===== src/rtl/mult8_accumulator_pkg.sv =====
// Shared mult8 datapath definitions: product width, default accumulator and
// counter widths, and the accumulator FSM state type.
package mult8_pkg;

  localparam int PROD_W    = 16;
  localparam int ACC_W_DEF = 24;
  localparam int CNT_W_DEF = 8;

  typedef enum logic [0:0] {
    ACCUM = 1'b0,
    HOLD  = 1'b1
  } acc_state_t;

endpackage


===== src/rtl/mult8_accumulator_if.sv =====
// Product-in / frame-result-out handshake bundle for mult8_accumulator.
// The master side is the producer/consumer environment; the slave side is the
// accumulator itself.
interface mult8_accumulator_if
  import mult8_pkg::*;
#(
  parameter int ACC_W = ACC_W_DEF,
  parameter int CNT_W = CNT_W_DEF
) ();

  logic              in_valid;
  logic              in_ready;
  logic [PROD_W-1:0] in_product;
  logic              in_last;
  logic              acc_clr;
  logic              out_valid;
  logic              out_ready;
  logic [ACC_W-1:0]  out_sum;
  logic [CNT_W-1:0]  out_count;
  logic              out_ovf;

  modport master (
    output in_valid, in_product, in_last, acc_clr, out_ready,
    input  in_ready, out_valid, out_sum, out_count, out_ovf
  );

  modport slave (
    input  in_valid, in_product, in_last, acc_clr, out_ready,
    output in_ready, out_valid, out_sum, out_count, out_ovf
  );

endinterface


===== src/rtl/mult8_accumulator_add.sv =====
// ACC_W-bit accumulate adder: acc + zero-extended product, with carry-out.
// Build option MULT8_ACC_SAT_EN: clamp the sum to all-ones on carry-out instead
// of wrapping. Once clamped, any further non-zero term carries again, so the
// clamp persists for the rest of the frame without extra state.
module mult8_acc_add
  import mult8_pkg::*;
#(
  parameter int ACC_W = ACC_W_DEF
) (
  input  logic [ACC_W-1:0]  acc,
  input  logic [PROD_W-1:0] product,
  output logic [ACC_W-1:0]  sum,
  output logic              carry
);

  logic [ACC_W:0] raw;

`ifdef MULT8_ACC_SAT_EN
  function automatic logic [ACC_W-1:0] sat_clamp(input logic [ACC_W:0] r);
    return r[ACC_W] ? {ACC_W{1'b1}} : r[ACC_W-1:0];
  endfunction
`else
  function automatic logic [ACC_W-1:0] wrap_trunc(input logic [ACC_W:0] r);
    return r[ACC_W-1:0];
  endfunction
`endif

  // Widened add exposes the carry; result is clamped or wrapped by build option
  always_comb begin
    raw   = {1'b0, acc} + {{(ACC_W + 1 - PROD_W){1'b0}}, product};
    carry = raw[ACC_W];
`ifdef MULT8_ACC_SAT_EN
    sum   = sat_clamp(raw);
`else
    sum   = wrap_trunc(raw);
`endif
  end

endmodule


===== src/rtl/mult8_accumulator.sv =====
// mult8_accumulator: sums a frame of 16-bit products (terminated by in_last)
// and presents sum, term count and sticky overflow on a valid/ready port.
// Build option MULT8_ACC_SAT_EN selects saturating instead of wrapping sums.
module mult8_accumulator
  import mult8_pkg::*;
#(
  parameter int ACC_W = ACC_W_DEF,
  parameter int CNT_W = CNT_W_DEF
) (
  input logic                clk,
  input logic                rst_n,
  mult8_accumulator_if.slave bus
);

  acc_state_t       state;
  logic [ACC_W-1:0] acc_p0;
  logic [CNT_W-1:0] count_p0;
  logic             ovf_p0;

  logic [ACC_W-1:0] add_sum;
  logic             add_carry;
  logic             accept;
  logic             in_ready;
  logic             out_valid;

  mult8_acc_add #(.ACC_W(ACC_W)) u_add (
    .acc     (acc_p0),
    .product (bus.in_product),
    .sum     (add_sum),
    .carry   (add_carry)
  );

  // Handshake decode from registered state; acc_clr blocks the input port
  always_comb begin
    in_ready  = (state == ACCUM) && !bus.acc_clr;
    out_valid = (state == HOLD);
    accept    = bus.in_valid && in_ready;
  end

  assign bus.in_ready  = in_ready;
  assign bus.out_valid = out_valid;
  assign bus.out_sum   = acc_p0;
  assign bus.out_count = count_p0;
  assign bus.out_ovf   = ovf_p0;

  // ---- accumulate stage: FSM, running sum, saturating term count, sticky overflow
  always_ff @(posedge clk or negedge rst_n) begin
    if (!rst_n) begin
      state    <= ACCUM;
      acc_p0   <= '0;
      count_p0 <= '0;
      ovf_p0   <= 1'b0;
    end else if (bus.acc_clr) begin
      state    <= ACCUM;
      acc_p0   <= '0;
      count_p0 <= '0;
      ovf_p0   <= 1'b0;
    end else begin
      case (state)
        ACCUM: begin
          if (accept) begin
            acc_p0 <= add_sum;
            ovf_p0 <= ovf_p0 | add_carry;
            if (count_p0 != {CNT_W{1'b1}}) begin
              count_p0 <= count_p0 + {{(CNT_W-1){1'b0}}, 1'b1};
            end
            if (bus.in_last) begin
              state <= HOLD;
            end
          end
        end
        HOLD: begin
          if (bus.out_ready) begin
            state    <= ACCUM;
            acc_p0   <= '0;
            count_p0 <= '0;
            ovf_p0   <= 1'b0;
          end
        end
        default: state <= ACCUM;
      endcase
    end
  end

endmodule


===== src/flat_wrapper.sv =====
// flat-port wrapper written by rule: the top's interface ports become plain ports
module mult8_accumulator_flat import mult8_pkg::*;
#(
  parameter int ACC_W = ACC_W_DEF,
  parameter int CNT_W = CNT_W_DEF
)
  (clk, rst_n, bus_in_valid, bus_in_product, bus_in_last, bus_acc_clr, bus_out_ready, bus_in_ready, bus_out_valid, bus_out_sum, bus_out_count, bus_out_ovf);
  mult8_accumulator_if #(.ACC_W(ACC_W), .CNT_W(CNT_W)) bus_i ();
  input logic clk;
  input logic rst_n;
  input wire logic [$bits(bus_i.in_valid)-1:0] bus_in_valid;
  input wire logic [$bits(bus_i.in_product)-1:0] bus_in_product;
  input wire logic [$bits(bus_i.in_last)-1:0] bus_in_last;
  input wire logic [$bits(bus_i.acc_clr)-1:0] bus_acc_clr;
  input wire logic [$bits(bus_i.out_ready)-1:0] bus_out_ready;
  output wire logic [$bits(bus_i.in_ready)-1:0] bus_in_ready;
  output wire logic [$bits(bus_i.out_valid)-1:0] bus_out_valid;
  output wire logic [$bits(bus_i.out_sum)-1:0] bus_out_sum;
  output wire logic [$bits(bus_i.out_count)-1:0] bus_out_count;
  output wire logic [$bits(bus_i.out_ovf)-1:0] bus_out_ovf;
  assign bus_i.in_valid = bus_in_valid;
  assign bus_i.in_product = bus_in_product;
  assign bus_i.in_last = bus_in_last;
  assign bus_i.acc_clr = bus_acc_clr;
  assign bus_i.out_ready = bus_out_ready;
  assign bus_in_ready = bus_i.in_ready;
  assign bus_out_valid = bus_i.out_valid;
  assign bus_out_sum = bus_i.out_sum;
  assign bus_out_count = bus_i.out_count;
  assign bus_out_ovf = bus_i.out_ovf;
  mult8_accumulator #(.ACC_W(ACC_W), .CNT_W(CNT_W)) u_core (.clk(clk), .rst_n(rst_n), .bus(bus_i));
endmodule

===== config.mk =====
export PLATFORM = sky130hd
export DESIGN_NAME = mult8_accumulator_flat
export DESIGN_NICKNAME = d
export VERILOG_FILES = /design/src/rtl/mult8_accumulator_pkg.sv /design/src/rtl/mult8_accumulator_if.sv /design/src/rtl/mult8_accumulator_add.sv /design/src/rtl/mult8_accumulator.sv /design/src/flat_wrapper.sv
export SDC_FILE = /design/constraint.sdc
export NUM_CORES = 1
export LEC_CHECK = 0
export ABC_AREA = 1
export CELL_PAD_IN_SITES_DETAIL_PLACEMENT = 1
export CELL_PAD_IN_SITES_GLOBAL_PLACEMENT = 1
export CORE_ASPECT_RATIO = 2
export CORE_UTILIZATION = 33
export CTS_CLUSTER_SIZE = 14
export DETAILED_ROUTE_END_ITERATION = 6
export PLACE_DENSITY = 0.81
export SYNTH_ARGS = -nofsm -noshare
export SYNTH_HDL_FRONTEND = slang
export SYNTH_SLANG_ARGS = --single-unit

===== constraint.sdc =====
create_clock -name clk -period 1.9 [get_ports clk]
set_clock_uncertainty 0.05 [all_clocks]
set_input_delay 0.475 -clock clk [delete_from_list [all_inputs] [get_ports clk]]
set_output_delay 0.475 -clock clk [all_outputs]
set_load 0.02 [all_outputs]

==> key figures <==
Run status
  • Outcome: complete, no violations

Routing
  • Final ANT Viol Nets: 0
  • 1st-pass router iterations: 4
  • Drc violations: 0
  • DR vias/cell: 5.191
  • Total detailed-routing wirelength: 10.76 mm
  • Vias: 3120
  • DR iter-0 viols: 114
  • Routed wire per std cell: 17.90 um

Worst setup path
  • Crit-path cells: ha_4 -> fa_2 -> nand2_2 -> nand3_4 -> nand3_2 -> nand2_2 -> a21o_2 -> nand2_2 -> nand2_2 -> o21ai_2
  • Crit path max fanout: 3
  • Worst reg2reg endpoint: u_core.bus.out_sum[12]
  • CP required: 2070 ps
  • CP Capture Type: flip-flop
  • R2R Setup Slk: 7 ps
  • Startpoint Class: flip-flop
  • FF-to-FF Start: u_core.bus.out_sum[0]
  • CP peak stage delay: 430 ps
  • WP data arrival: 2060 ps
  • Critical Path Most Common Cell: nand2_2
  • R2r worst-path depth: 10
  • Critical path class: reg -> reg
  • Slowest-stage cell, CP: dfrtp_2

Min path
  • Worst hold stages: 2
  • HP Class: reg -> reg
  • Hold_sp: u_core.bus.out_ovf
  • Min-Delay Endpoint: u_core.bus.out_ovf

Global routing
  • GRT Util Overall: 26.37%
  • Vias in the first global route: 3421
  • Largest net degree at the start of global routing: 35
  • Gr ovfl total: 0
  • Global-route wire length before repair: 16.75 mm
  • Initial antenna violation count: 0

Cells and area
  • Fraction of layout cells with a size suffix above 1: 31.09%
  • Most frequent cells in the layout: 103 x nand2_1, 47 x buf_4, 40 x inv_1
  • Post-Layout Cell Count: 601
  • Core Util, Final: 54.46%
  • Cell area after layout: 4294 um2
  • P&R area growth vs syn: 60.30%
  • ANT cells: 0
  • Most common cell after layout, fill and taps aside: nand2_1
  • Filler Cell Count: 955
  • Fin nets: 544

Clock tree
  • Clock Sinks: 34
  • Root buf cell: clkbuf_16
  • Clock slew at reported path FFs: 60 ps
  • Total CTS buffers: 5
  • CTS tree: done
  • Max clock buf depth: 2
  • H-tree Lvls: 2
  • Clk_lat worst skew: 290 ps

STA
  • Worst slew margin: 71.86%
  • Slew Limit Fails: 0
  • Worst-margin pin slew: 418.2 ps
  • Max Freq: 528.2 MHz
  • Final hold vios: 0
  • RSZ-0062 raised after global routing: true
  • Final count of negative-setup-slack endpoints: 0
  • Final Cycle Share: 99.64%
  • Tmin final: 1893 ps

Placement
  • Placed Area: 3675 um2
  • # port buffers: 56
  • Placed cells: 584
  • RePlAce Congestion: 0.8930
  • Post-DP HPWL: 7.569 mm

Pwr
  • PwrDens: 715.6 nW/um2
  • Worst VDD drop: 0.5733 mV
  • Pleak: 2.196 nW
  • Total power: 3.073 mW

Logic synthesis
  • Post-synth ARST share: 100.0%
  • Mapped Avg Cell Area: 6.816 um2
  • Synth Flop Type: dfrtp_1
  • Synthesized area: 2679 um2
  • Flops & latches, synth: 34
  • Yosys warning count: 0
  • Synth top area share: 31.76%
  • Post-Syn Nets: 433
  • Largest cells by area after synthesis: dfrtp_1 32%, nand2_1 18%, ha_1 7.9%
  • Netlist cell types: 35
  • Area leader, netlist: dfrtp_1
  • Number of enable flip-flop cells after synthesis: 0
  • Cells after Synth: 393
  • Seq/Total Area, Yosys: 31.76%

Die
  • Die Height: 129.4 um
  • Starting Density: 33.97%
  • Core ar.: 7885 um2
  • Die footprint: 8504 um2
  • IO Count: 57
  • Die X: 65.71 um
  • Num rows: 46

Job
  • Max Cap Viol: 0
## kinds of logic after synthesis
| group | count (synthesis) | share of synthesized area [%] |
|---|---|---|
| buffers and inverters | 51 | 7.800 |
| and+or+nand+nor | 229 | 38.39 |
| xor gates and xnor gates | 2 | 0.6540 |
| adders and majority gates | 18 | 8.687 |
| AOI/OAI and AO/OA | 59 | 12.71 |
| DFF | 34 | 31.76 |
## Yosys cell counts (2+ instances only)
library cell / n
a22o_1: 2
ha_1: 17
nor2_1: 39
dfrtp_1: 34
nor3_1: 5
nand3_1: 19
a21oi_2: 2
nand2_1: 125
and2_1: 5
buf_4: 2
o21ai_1: 7
a21oi_1: 25
o21ai_0: 16
nor2_2: 5
nand4_1: 6
inv_2: 4
nor2_4: 2
xor2_1: 2
inv_1: 44
nand2_2: 11
nand3b_1: 2
nand3_2: 6
## timing repair
item                                    4_1_cts  5_1_grt
buffers inserted                              3        6
hold buffers                                  0        0
resized for setup                            76       42
endpoints found under the setup margin       25       28
pin swaps                                    26       16
## critical path: cells and delay by family, from the launching register on
kind / cells / cell delay, ps
flops: 1 / 430
simple gates: 6 / 460
fa+ha+maj: 2 / 520
compound gates: 2 / 340
## power breakdown
group          total [mW]  internal, mW  switching [mW]
Clock               0.971         0.615           0.356
Combinational        1.24         0.553           0.692
Sequential          0.857         0.781          0.0767
## layer usage
| metal | global-route usage, % | wire length (um) |
|---|---|---|
| met1 | 25.45 | 3854 |
| met2 | 51.86 | 6258 |
| met3 | 2.817 | 267 |
| met4 | 13.81 | 377 |
| met5 | 0 | 0 |
## per-stage QoR
step / setup TNS [ps] / setup WS, ps / hold WS (ps)
floorplan: 0 / 46.92 / 129.4
global placement: -9831 / -457.1 / 443.6
detailed placement: -11200 / -516.9 / 457.0
CTS: -43.94 / -43.94 / 475.7
global route: -465.0 / -63.92 / 505.6
finish: 0 / 6.891 / 475.8
## worst max-delay path by stage
stage,end,depth (start not counted),slack [ps],start
floorplan,u_core.bus.out_sum[12],10,50,u_core.bus.out_sum[0]
global placement,u_core.bus.out_sum[22],11,-460,bus_in_product[11]
global route,u_core.bus.out_sum[19],9,-60,u_core.bus.out_sum[15]
finish,u_core.bus.out_sum[12],10,7,u_core.bus.out_sum[0]
CTS,u_core.bus.out_sum[12],10,-40,u_core.bus.out_sum[0]
detailed placement,u_core.bus.out_sum[16],13,-520,bus_in_product[0]
## area by class of cell
| cell class | count | area (um2) | area share, % |
|---|---|---|---|
| repair buffers | 107 | 963.4 | 22.44 |
| flip-flops and latches | 34 | 854.6 | 19.90 |
| inverters | 48 | 182.7 | 4.254 |
| well taps | 96 | 120.1 | 2.797 |
| multi-input cells | 308 | 2008 | 46.77 |
| clock inverters | 3 | 40.04 | 0.9324 |
| clock buffers | 5 | 125.1 | 2.914 |
## state kept, by name (all words and copies together), names as in the netlist
register,cells
u_core.bus.out_sum,24
u_core.bus.out_count,8
u_core.bus.out_ovf,1
u_core.bus.out_valid,1
No activity file was read; power rests on OpenSTA's default activity.
